$ cat config.mk
export PLATFORM = sky130hd
export DESIGN_NAME = wb_arb2
export DESIGN_NICKNAME = d
export VERILOG_FILES = /design/src/rtl/wb_pkg.sv /design/src/rtl/wb_arb2.sv
export SDC_FILE = /design/constraint.sdc
export NUM_CORES = 1
export LEC_CHECK = 0
export ABC_AREA = 0
export CORE_AREA = 2 2 118 120
export DETAILED_ROUTE_END_ITERATION = 10
export DIE_AREA = 0 0 120 122
export GPL_TIMING_DRIVEN = 1
export PLACE_DENSITY = 0.55
export SYNTH_ARGS = -nofsm -noshare
export SYNTH_HDL_FRONTEND = slang
export SYNTH_SLANG_ARGS = --single-unit
export TNS_END_PERCENT = 10
$ cat constraint.sdc
create_clock -name clk -period 1.4 [get_ports clk]
set_input_delay 0.28 -clock clk [delete_from_list [all_inputs] [get_ports clk]]
set_output_delay 0.28 -clock clk [all_outputs]
set_load 0.02 [all_outputs]
$ cat src/rtl/wb_pkg.sv
// Shared Wishbone constants and arbiter FSM state encoding.
// Pure declarations: no latency, no flow control.
package wb_pkg;
    localparam int WB_ADR_W = 32;
    localparam int WB_DAT_W = 32;

    localparam logic [1:0] ST_IDLE = 2'd0;
    localparam logic [1:0] ST_GNT0 = 2'd1;
    localparam logic [1:0] ST_GNT1 = 2'd2;
endpackage

$ cat src/rtl/wb_arb2.sv
// Two-master round-robin Wishbone arbiter onto one slave; ack timeout under WB_ARB2_TIMEOUT_EN.
// Latency: grant one edge after cyc seen in IDLE; slave signals muxed combinationally.
// Backpressure: granted master locks the bus until it drops cyc; loser waits, stalls on s_ack_i.
module wb_arb2
    import wb_pkg::*;
#(
    parameter int ADR_W   = WB_ADR_W,
    parameter int DAT_W   = WB_DAT_W,
    parameter int TIMEOUT = 255
) (
    input  logic             clk,
    input  logic             rst,
    input  logic [ADR_W-1:0] m0_adr_i,
    input  logic [ADR_W-1:0] m1_adr_i,
    input  logic [DAT_W-1:0] m0_dat_i,
    input  logic [DAT_W-1:0] m1_dat_i,
    input  logic             m0_we_i,
    input  logic             m1_we_i,
    input  logic             m0_cyc_i,
    input  logic             m1_cyc_i,
    input  logic             m0_stb_i,
    input  logic             m1_stb_i,
    output logic [DAT_W-1:0] m0_dat_o,
    output logic [DAT_W-1:0] m1_dat_o,
    output logic             m0_ack_o,
    output logic             m1_ack_o,
    output logic             m0_err_o,
    output logic             m1_err_o,
    output logic [ADR_W-1:0] s_adr_o,
    output logic [DAT_W-1:0] s_dat_o,
    output logic             s_we_o,
    output logic             s_cyc_o,
    output logic             s_stb_o,
    input  logic [DAT_W-1:0] s_dat_i,
    input  logic             s_ack_i
);

    logic [1:0] r_state;
    logic [1:0] w_nxt;
    logic       r_last;     // 1: m1 served last, so m0 wins the next tie
    logic       w_gnt0;
    logic       w_gnt1;
    logic       w_tmo_hit;

    assign w_gnt0 = (r_state == ST_GNT0);
    assign w_gnt1 = (r_state == ST_GNT1);

    always_comb begin
        w_nxt = r_state;
        case (r_state)
            ST_IDLE: begin
                if (m0_cyc_i && m1_cyc_i) w_nxt = r_last ? ST_GNT0 : ST_GNT1;
                else if (m0_cyc_i)        w_nxt = ST_GNT0;
                else if (m1_cyc_i)        w_nxt = ST_GNT1;
                else                      w_nxt = ST_IDLE;
            end
            ST_GNT0: w_nxt = m0_cyc_i ? ST_GNT0 : ST_IDLE;
            ST_GNT1: w_nxt = m1_cyc_i ? ST_GNT1 : ST_IDLE;
            default: w_nxt = ST_IDLE;
        endcase
    end

    always_ff @(posedge clk or negedge rst) begin
        if (!rst) begin
            r_state <= ST_IDLE;
            r_last  <= 1'b1;
        end else begin
            r_state <= w_nxt;
            if (r_state == ST_IDLE && w_nxt == ST_GNT0) r_last <= 1'b0;
            if (r_state == ST_IDLE && w_nxt == ST_GNT1) r_last <= 1'b1;
        end
    end

    // Dropping cyc removes stb in the same cycle, so a late slave ack is never forwarded.
    always_comb begin
        s_adr_o = '0;
        s_dat_o = '0;
        s_we_o  = 1'b0;
        s_cyc_o = 1'b0;
        s_stb_o = 1'b0;
        if (w_gnt0) begin
            s_adr_o = m0_adr_i;
            s_dat_o = m0_dat_i;
            s_we_o  = m0_we_i;
            s_cyc_o = m0_cyc_i;
            s_stb_o = m0_cyc_i & m0_stb_i;
        end else if (w_gnt1) begin
            s_adr_o = m1_adr_i;
            s_dat_o = m1_dat_i;
            s_we_o  = m1_we_i;
            s_cyc_o = m1_cyc_i;
            s_stb_o = m1_cyc_i & m1_stb_i;
        end
    end

`ifdef WB_ARB2_TIMEOUT_EN
    localparam int CNT_W = $clog2(TIMEOUT + 1);

    logic [CNT_W-1:0] r_tmo;
    logic             w_stall;

    assign w_stall   = s_stb_o & ~s_ack_i;
    assign w_tmo_hit = w_stall && (r_tmo == CNT_W'(TIMEOUT - 1));

    always_ff @(posedge clk or negedge rst) begin
        if (!rst) begin
            r_tmo <= '0;
        end else if (!w_stall || w_tmo_hit || (w_nxt != r_state)) begin
            r_tmo <= '0;
        end else begin
            r_tmo <= r_tmo + 1'b1;
        end
    end

    assign m0_err_o = w_tmo_hit & w_gnt0;
    assign m1_err_o = w_tmo_hit & w_gnt1;
`else
    assign w_tmo_hit = 1'b0;
    assign m0_err_o  = 1'b0;
    assign m1_err_o  = 1'b0;
`endif

    assign m0_ack_o = s_ack_i & s_stb_o & w_gnt0 & ~w_tmo_hit;
    assign m1_ack_o = s_ack_i & s_stb_o & w_gnt1 & ~w_tmo_hit;
    assign m0_dat_o = w_gnt0 ? s_dat_i : '0;
    assign m1_dat_o = w_gnt1 ? s_dat_i : '0;

endmodule

---- Yosys cells after proc, flatten, opt, wreduce, memory -nomap -nowiden ----
Cells that the tools add are included.
storage, ports and cells
  RAM bits ................................ 0
  input port bits ......................... 169
  word-level logic and storage cells ...... 36
  bits in latches ......................... 0
  memory bits (read-only) ................. 0
  register bits after elaboration ......... 3
  output and inout bits ................... 135
  memories ................................ 0
operators by class
  equal/unequal tests ..................... 4
  reduce and logical (&&, ||, !) cells .... 5
  div/mod/pow operators ................... 0
  order comparisons ....................... 0
  $mul .................................... 0
  shifts and indexed selects .............. 0
  add/subtract/negate cells ............... 0
  bitwise gates (word level) .............. 5
  mux-type cells .......................... 20
operators by type and width
  operator            number
  $mux 32             6
  $mux 1              9
  $mux 2              4
  $pmux 2 s3          1
  $and 1x1->1         5
  $eq 2x1->1 const B  2
  $eq 2x2->1 const B  2
  $logic_and 1x1->1   3
  $logic_not 2->1     1
  $reduce_bool 2->1   1

---- Longest topological paths before layout ----
  depth in word-level cells ............... 8
  mapped depth ............................ 5
  mapped depth without buffers ............ 2

---- Least setup slack after synthesis ----
OpenSTA, ideal clock, no wires.
  kind .................................... flip-flop to output port
  start point ............................. register r_state[1]
  end point ............................... output s_adr_o[13]
  cell stages (with the launch flop) ...... 6
  data arrival time ....................... 1.173 ns
  buffers on the path ..................... 3
  required time ........................... 1.120 ns
  path slack .............................. -0.053 ns
  cell sequence ........................... dfrtp_1 -> nor2b_1 -> buf_4 -> buf_6 -> buf_6 -> a22o_1
between the ends
  cells in the longest elaborated chain, start to end .. 3
  elaborated cells between the ends (all ways) .. 4
  classes of those cells .................. eq/ne: 2; mux: 2
RTL lines
  item                    RTL line       text
  from (decl)             wb_arb2.sv:38  logic [1:0] r_state;
  from (signal assigned)  wb_arb2.sv:68  r_state <= w_nxt;
  $eq 2x2->1              wb_arb2.sv:46  assign w_gnt1 = (r_state == ST_GNT1);
  $mux 32                 wb_arb2.sv:87  end else if (w_gnt1) begin
  $mux 32 *               wb_arb2.sv:81  if (w_gnt0) begin
  to (decl)               wb_arb2.sv:29  output logic [ADR_W-1:0] s_adr_o,
Mark *: on every way between the ends. The rest lies on a longest branch, timed or not.

---- Worst setup path in the final report ----
  start point ............................. register r_state[1]
  end point ............................... output s_dat_o[6]
between the ends
  cells in the longest elaborated chain, start to end .. 3
  elaborated cells between the ends (all ways) .. 4
  classes of those cells .................. eq/ne: 2; mux: 2
RTL lines
  item        RTL line       text
  $eq 2x2->1  wb_arb2.sv:46
  $mux 32     wb_arb2.sv:87
  $mux 32 *   wb_arb2.sv:81
  to (decl)   wb_arb2.sv:30  output logic [DAT_W-1:0] s_dat_o,
Marks and branches as above.

==> impl_metrics.prom <==
# TYPE chip_impl_metric gauge
chip_impl_metric{name="routabilityCongestion",unit=""} 0.820
chip_impl_metric{name="cp_data_required_time",unit="ns"} 1.12
chip_impl_info{name="setup_repair_after_global_routing_missed_its_margin",value="yes"} 1
chip_impl_info{name="timing.hold.worst.class",value="in2async"} 1
chip_impl_metric{name="synth.cell_area",unit="sq mm"} 0.00132
chip_impl_metric{name="grt.overflow.total",unit=""} 0
chip_impl_metric{name="grt_start_max_net_pins",unit=""} 48
chip_impl_metric{name="grt_pass1_wl",unit="mm"} 15.4
chip_impl_info{name="post_synth_main_area_contributors",value="sky130_fd_sc_hd__a22o_1, sky130_fd_sc_hd__and2_1, sky130_fd_sc_hd__buf_6"} 1
chip_impl_metric{name="drt_first_iter_violations",unit=""} 92
chip_impl_metric{name="yosys_register_bits",unit=""} 3
chip_impl_metric{name="synth_cell_types",unit=""} 21
chip_impl_metric{name="clockBufferDepth",unit=""} 2
chip_impl_metric{name="final_antenna_net_count",unit=""} 0
chip_impl_metric{name="fin_ws",unit="ns"} -0.433
chip_impl_metric{name="final.min_clock_period",unit="ns"} 1.83
chip_impl_metric{name="core_area",unit="sq mm"} 0.0135
chip_impl_metric{name="cts.reportedPaths.clkPinSlew",unit="ns"} 0.03
chip_impl_info{name="most-common-layout-cells",value="sky130_fd_sc_hd__clkdlybuf4s50_1, sky130_fd_sc_hd__buf_6, sky130_fd_sc_hd__a22o_1"} 1
chip_impl_metric{name="report.final.hold_viol_count",unit=""} 0
chip_impl_metric{name="groute.usage.overall",unit="%"} 13.4
chip_impl_metric{name="timing.clock.skew",unit="ns"} 0.00128
chip_impl_metric{name="min_period_over_period",unit="%"} 131
chip_impl_metric{name="portBuffers",unit=""} 301
chip_impl_info{name="criticalPathCategory",value="reg2out"} 1
chip_impl_metric{name="antenna_cells",unit=""} 0
chip_impl_metric{name="htreeDepth",unit=""} 1
chip_impl_metric{name="die_width",unit="microns"} 120
chip_impl_metric{name="tritoncts.num_buffers",unit=""} 3
chip_impl_metric{name="num_rows",unit=""} 43
chip_impl_metric{name="seq_area_frac_synth",unit="%"} 5.80
chip_impl_metric{name="r2r_cells",unit=""} 4
chip_impl_metric{name="routed_wire_length_per_instance",unit="microns"} 17.6
chip_impl_metric{name="layout.core_utilization",unit="%"} 37.4
chip_impl_metric{name="reg2reg_slack",unit="ns"} 0.25
chip_impl_metric{name="worstPathArrival",unit="ns"} 1.55
chip_impl_info{name="r2r-start",value="r_state[1]$_DFF_PN0_"} 1
chip_impl_metric{name="finalMaxSlewViolations",unit=""} 0
chip_impl_metric{name="io-pin-count",unit=""} 304
chip_impl_metric{name="avgViaCountPerCell",unit=""} 3.97
chip_impl_metric{name="setup_viol",unit=""} 133
chip_impl_metric{name="vias",unit=""} 2627
chip_impl_metric{name="timing.max_cap.violations",unit=""} 0
chip_impl_info{name="crit_path_end_kind",value="output port"} 1
chip_impl_info{name="reg2reg_to",value="r_last$_DFFE_PN1P_"} 1
chip_impl_metric{name="syn-instance-count",unit=""} 173
chip_impl_info{name="cts_tree",value="built"} 1
chip_impl_metric{name="worst_skew_pair.late_latency",unit="ns"} 0.22
chip_impl_metric{name="nets",unit=""} 651
chip_impl_metric{name="area.growth.synth_to_final",unit="%"} 284
chip_impl_metric{name="post-dp-hpwl",unit="mm"} 8.11
chip_impl_metric{name="crit_path_max_fanout",unit=""} 6
chip_impl_metric{name="average_instance_area_after_synthesis",unit="sq um"} 7.61
chip_impl_metric{name="drt_drc_violations_left",unit=""} 0
chip_impl_metric{name="syn_warnings",unit=""} 0
chip_impl_info{name="run_status",value="complete, but fails checks"} 1
chip_impl_metric{name="netlist.area_leader.share",unit="%"} 43.9
chip_impl_info{name="layout.cells.most_common",value="sky130_fd_sc_hd__clkdlybuf4s50_1"} 1
chip_impl_metric{name="peakVddDrop",unit="mV"} 0.608
chip_impl_info{name="violations",value="setup timing"} 1
chip_impl_metric{name="static-leakage-power",unit="nW"} 2.25
chip_impl_metric{name="detail_route.wirelength",unit="mm"} 11.6
chip_impl_metric{name="initial_utilization",unit="%"} 9.75
chip_impl_metric{name="cts_hold_buf",unit=""} 0
chip_impl_metric{name="grt_antenna_before_repair",unit=""} 0
chip_impl_metric{name="first_global_vias",unit=""} 2599
chip_impl_metric{name="power-per-cell-area",unit="mW/mm^2"} 945
chip_impl_info{name="synth.largest_area_cell",value="sky130_fd_sc_hd__a22o_1"} 1
chip_impl_metric{name="die_height",unit="microns"} 122
chip_impl_metric{name="cts_sinks",unit=""} 3
chip_impl_info{name="category_of_the_worst_setup_path_launch_point",value="register"} 1
chip_impl_info{name="cts.root.buffer_cell",value="sky130_fd_sc_hd__clkbuf_16"} 1
chip_impl_metric{name="setup-tns-final",unit="ns"} -45.07
chip_impl_metric{name="max_freq",unit="MHz"} 546
chip_impl_metric{name="fp.dieArea",unit="sq mm"} 0.0146
chip_impl_metric{name="drive_above_1_share",unit="%"} 41.4
chip_impl_metric{name="drt_pre_antenna_iters",unit=""} 4
-- critical path: stages (launching register included) --
cell	delay, ns
sky130_fd_sc_hd__dfrtp_1	0.41
sky130_fd_sc_hd__nor2b_4	0.16
sky130_fd_sc_hd__buf_12	0.14
sky130_fd_sc_hd__buf_12	0.13
sky130_fd_sc_hd__clkbuf_16	0.15
sky130_fd_sc_hd__a22o_1	0.19
sky130_fd_sc_hd__buf_6	0.13
-- kinds of logic (layout without fill, tap and decap cells) --
group           after synthesis  count (layout)  synth area share, %
buf+inv                      25             332                 13.0
compound gates               70              70                 45.9
flops                         3               3                 5.80
simple gates                 74              74                 35.0
other cells                   1               2                0.285
-- Yosys cell counts --
master	number
sky130_fd_sc_hd__and2_1	64
sky130_fd_sc_hd__nand2_1	1
sky130_fd_sc_hd__conb_1	1
sky130_fd_sc_hd__a22o_1	66
sky130_fd_sc_hd__o21a_1	1
sky130_fd_sc_hd__nor3_1	1
sky130_fd_sc_hd__buf_4	4
sky130_fd_sc_hd__a21oi_1	1
sky130_fd_sc_hd__nor3b_1	1
sky130_fd_sc_hd__a2bb2oi_1	1
sky130_fd_sc_hd__nor2_1	1
sky130_fd_sc_hd__nor2b_1	4
sky130_fd_sc_hd__clkbuf_2	4
sky130_fd_sc_hd__dfrtp_1	2
sky130_fd_sc_hd__inv_1	1
sky130_fd_sc_hd__buf_6	6
sky130_fd_sc_hd__o21ai_0	1
sky130_fd_sc_hd__buf_2	10
sky130_fd_sc_hd__dfstp_2	1
sky130_fd_sc_hd__nand2b_1	1
sky130_fd_sc_hd__nand4b_1	1
-- worst max path at each step --
stage                                    start  depth (start not counted)     endpoint
after floorplan           r_state[1]$_DFF_PN0_                          5  s_adr_o[13]
after global placement                m1_cyc_i                          4     m1_ack_o
after detailed placement  r_state[0]$_DFF_PN0_                          4  s_dat_o[10]
after CTS                 r_state[1]$_DFF_PN0_                          6   s_dat_o[7]
after global routing      r_state[1]$_DFF_PN0_                          6  s_dat_o[16]
final                     r_state[1]$_DFF_PN0_                          6   s_dat_o[6]
-- flip-flops by register name, indices dropped and copies added, names as in the netlist --
register and count:
r_state 2, r_last 1
-- layer usage --
metal | wire (microns) | GRT usage (%) | vias to the layer above | share of wire (%)
li1 | - | - | 1254 | -
met2 | 6160 | 25.2 | 149 | 53
met4 | 27 | 1.54 | 0 | 0.23
met5 | 0 | 0 | - | 0
met3 | 790 | 2.06 | 2 | 6.8
met1 | 4670 | 16.5 | 1222 | 40
-- metrics by stage --
step / total power, mW / area (sq um) / instances / hold WS [ns] / setup WS [ns]
5_1_grt: 4.99 / 5050 / 661 / 0.241 / -0.489
2_1_floorplan: 1.84 / 1320 / 174 / -0.0156 / -0.0534
3_3_place_gp: 3.60 / 4520 / 639 / 0.467 / -0.557
6_report: 4.77 / 5050 / 661 / 0.237 / -0.433
3_5_place_dp: 3.62 / 4520 / 639 / 0.471 / -0.596
4_1_cts: 4.23 / 4570 / 656 / 0.238 / -0.644
-- where the power goes --
part	total [mW]	leakage, nW	internal [mW]	switching [mW]
sequential	0.152	0.0359	0.124	0.0277
clock	0.457	0.0382	0.376	0.0812
combinational	4.16	2.18	2.31	1.86
-- layout make-up --
type	instances	area, sq um
fillers	1397	8460
clock buffers	4	78.8
repair buffers	327	3480
multi-input cells	146	1180
flip-flops and latches	3	76.3
inverters	1	3.75
well taps	180	225
-- timing repair --
item	CTS	global route
endpoints found under the setup margin	133	133
pin swaps	16	44
buffers inserted	8	5
resized for setup	651	169
cloned	5	4
(Power assumes the default switching activity.)
==> RTL edit: new RTL, config.mk and constraints unchanged <==
Change the package constant `WB_DAT_W` from 32 to 40.
--- a/src/rtl/wb_pkg.sv
+++ b/src/rtl/wb_pkg.sv
@@ -3,5 +3,5 @@
 package wb_pkg;
     localparam int WB_ADR_W = 32;
-    localparam int WB_DAT_W = 32;
+    localparam int WB_DAT_W = 40;
 
     localparam logic [1:0] ST_IDLE = 2'd0;
Ports: changed (6 resized); port bits go from 304 to 352. No check against the original RTL was run, so the function may have changed too.
==> RTL edit against the original RTL <==
- the flow still finishes with violations (setup timing)
- clock skew about the same
- final area increased by 17%
- count of clock-buffer cells in the layout unchanged
- critical endpoint is now s_dat_o[21]
- wire length increased by 11%
- sequential cell count unchanged
- power increased by 16%
- area after synthesis increased by 15%
- sequential share of layout area decreased by 0.22 points
- register-to-register slack improved by 70 ps
- worst setup slack improved by 7.7 ps
- non-clock buffer count increased by 48
- largest cell class unchanged
- global-route usage increased by 2.3 points
- synthesized cell count increased by 16%
==> RTL edit: results <==
{
  "status": "finished, violations left",
  "violations": "setup timing",
  "r2r_cells": 4,
  "first_global_vias": 3187,
  "synth_area_leaders": "a22o_1 (43%), and2_1 (33%), buf_6 (5.9%)",
  "ir_drop_v": 0.000369,
  "critPathLaunch": "r_state[1]$_DFF_PN0_",
  "largestRegisters": "r_state x2, r_last x1",
  "n_antenna_cell": 0,
  "first_pass_iters": 4,
  "fin_nets": 747,
  "pre_cts_ws_ps": -680,
  "io_buffers": 349,
  "ys.flop_type": "dfrtp_1",
  "h-tree-depth": 1,
  "wl_per_cell_microns": 17.6,
  "final.setup.worst_slack_ps": -425,
  "wl_met3_microns": 1180,
  "setup_viol": 157,
  "fmax_ghz": 0.548,
  "gp_congestion": 0.769,
  "dr.first_iter.drc_count": 93,
  "wl_met2_microns": 6730,
  "r2r-start": "r_state[0]$_DFF_PN0_",
  "track_usage_pct": 15.7,
  "p_leak_nw": 2.67,
  "dpl.hpwl_microns": 9300,
  "wl_met1_microns": 4910,
  "nFillCells": 1300,
  "synth_common_cells": "and2_1 (80), a22o_1 (74), buf_2 (8), buf_6 (8), buf_4 (6)",
  "swShare_pct": 41.4,
  "cp-endpoint": "s_dat_o[21]",
  "grt_pass1_wl_microns": 17900,
  "drive_above_1_share_pct": 41.6,
  "yosysSeqAreaShare_pct": 5.03,
  "skew_ps": 1.54,
  "synth_cell_type_count": 23,
  "tns_ps": -52880,
  "grt_max_degree": 33,
  "rrSetupSlack_ps": 320,
  "r2r-end": "r_state[0]$_DFF_PN0_",
  "route.vias.total": 2980
}
RTL edit: layout make-up:
cell class / instances / share of cell area [%]
clock buffers: 4 / 1.33
inverters: 1 / 0.0633
multi-input cells: 170 / 25.5
flip-flops and latches: 3 / 1.29
well taps: 180 / 3.80
repair buffers: 375 / 68.1
RTL edit: repair_timing:
| action | CTS | global route |
|---|---|---|
| resized for setup | 862 | 74 |
| gates cloned | 7 | 4 |
| setup endpoints to repair | 157 | 157 |
| pin swaps | 20 | 29 |
| setup buffers | 9 | 0 |
RTL edit: logic make-up (layout without fill, tap and decap cells):
logic type	count (synthesis)	count (layout)	share of synthesized area (%)
AO/OA/AOI/OAI	78	78	44.4
other	1	2	0.247
flip-flops	3	3	5.03
AND/OR/NAND/NOR	90	90	37.2
buffers and inverters	28	380	13.1
RTL edit: power by group through the flow:
stage | Clock (W) | Combinational (W) | Sequential (W)
after floorplan | 0 | 0.00214 | 0.000146
after global placement | 0 | 0.00416 | 0.000146
after detailed placement | 0 | 0.00416 | 0.000147
after CTS | 0.000470 | 0.00470 | 0.000147
after global routing | 0.000480 | 0.00517 | 0.000150
final | 0.000459 | 0.00492 | 0.000146
RTL edit: worst max-delay path: stages (launching register included):
cell and delay, ps:
dfrtp_1 410, and2b_4 240, buf_12 160, clkbuf_16 160, a22o_4 220, buf_6 130
RTL edit: worst min path at each step:
stage               start              endpoint  cells past startpoint
floorplan             rst  r_state[0]$_DFF_PN0_                      0
global placement      rst  r_state[1]$_DFF_PN0_                      1
detailed placement    rst  r_state[1]$_DFF_PN0_                      1
CTS                   rst  r_state[0]$_DFF_PN0_                      1
global route          rst  r_state[0]$_DFF_PN0_                      1
finish                rst  r_state[0]$_DFF_PN0_                      1
RTL edit: metrics by stage:
| step | std cells | utilization (%) | area, sq um | hold WS [ps] |
|---|---|---|---|---|
| 5_1_grt | 733 | 43.9 | 5930 | 249 |
| 4_1_cts | 732 | 42.0 | 5670 | 244 |
| 3_5_place_dp | 712 | 39.6 | 5350 | 482 |
| 6_report | 733 | 43.9 | 5930 | 241 |
| 2_1_floorplan | 201 | - | 1710 | -15.6 |
| 3_3_place_gp | 712 | 39.6 | 5350 | 473 |
RTL edit: layer usage:
| metal | track usage (%) | vias up |
|---|---|---|
| met5 | 0 | - |
| met4 | 2.35 | 0 |
| met3 | 4.49 | 9 |
| met2 | 29.4 | 186 |
| met1 | 17.9 | 1344 |
| li1 | - | 1441 |
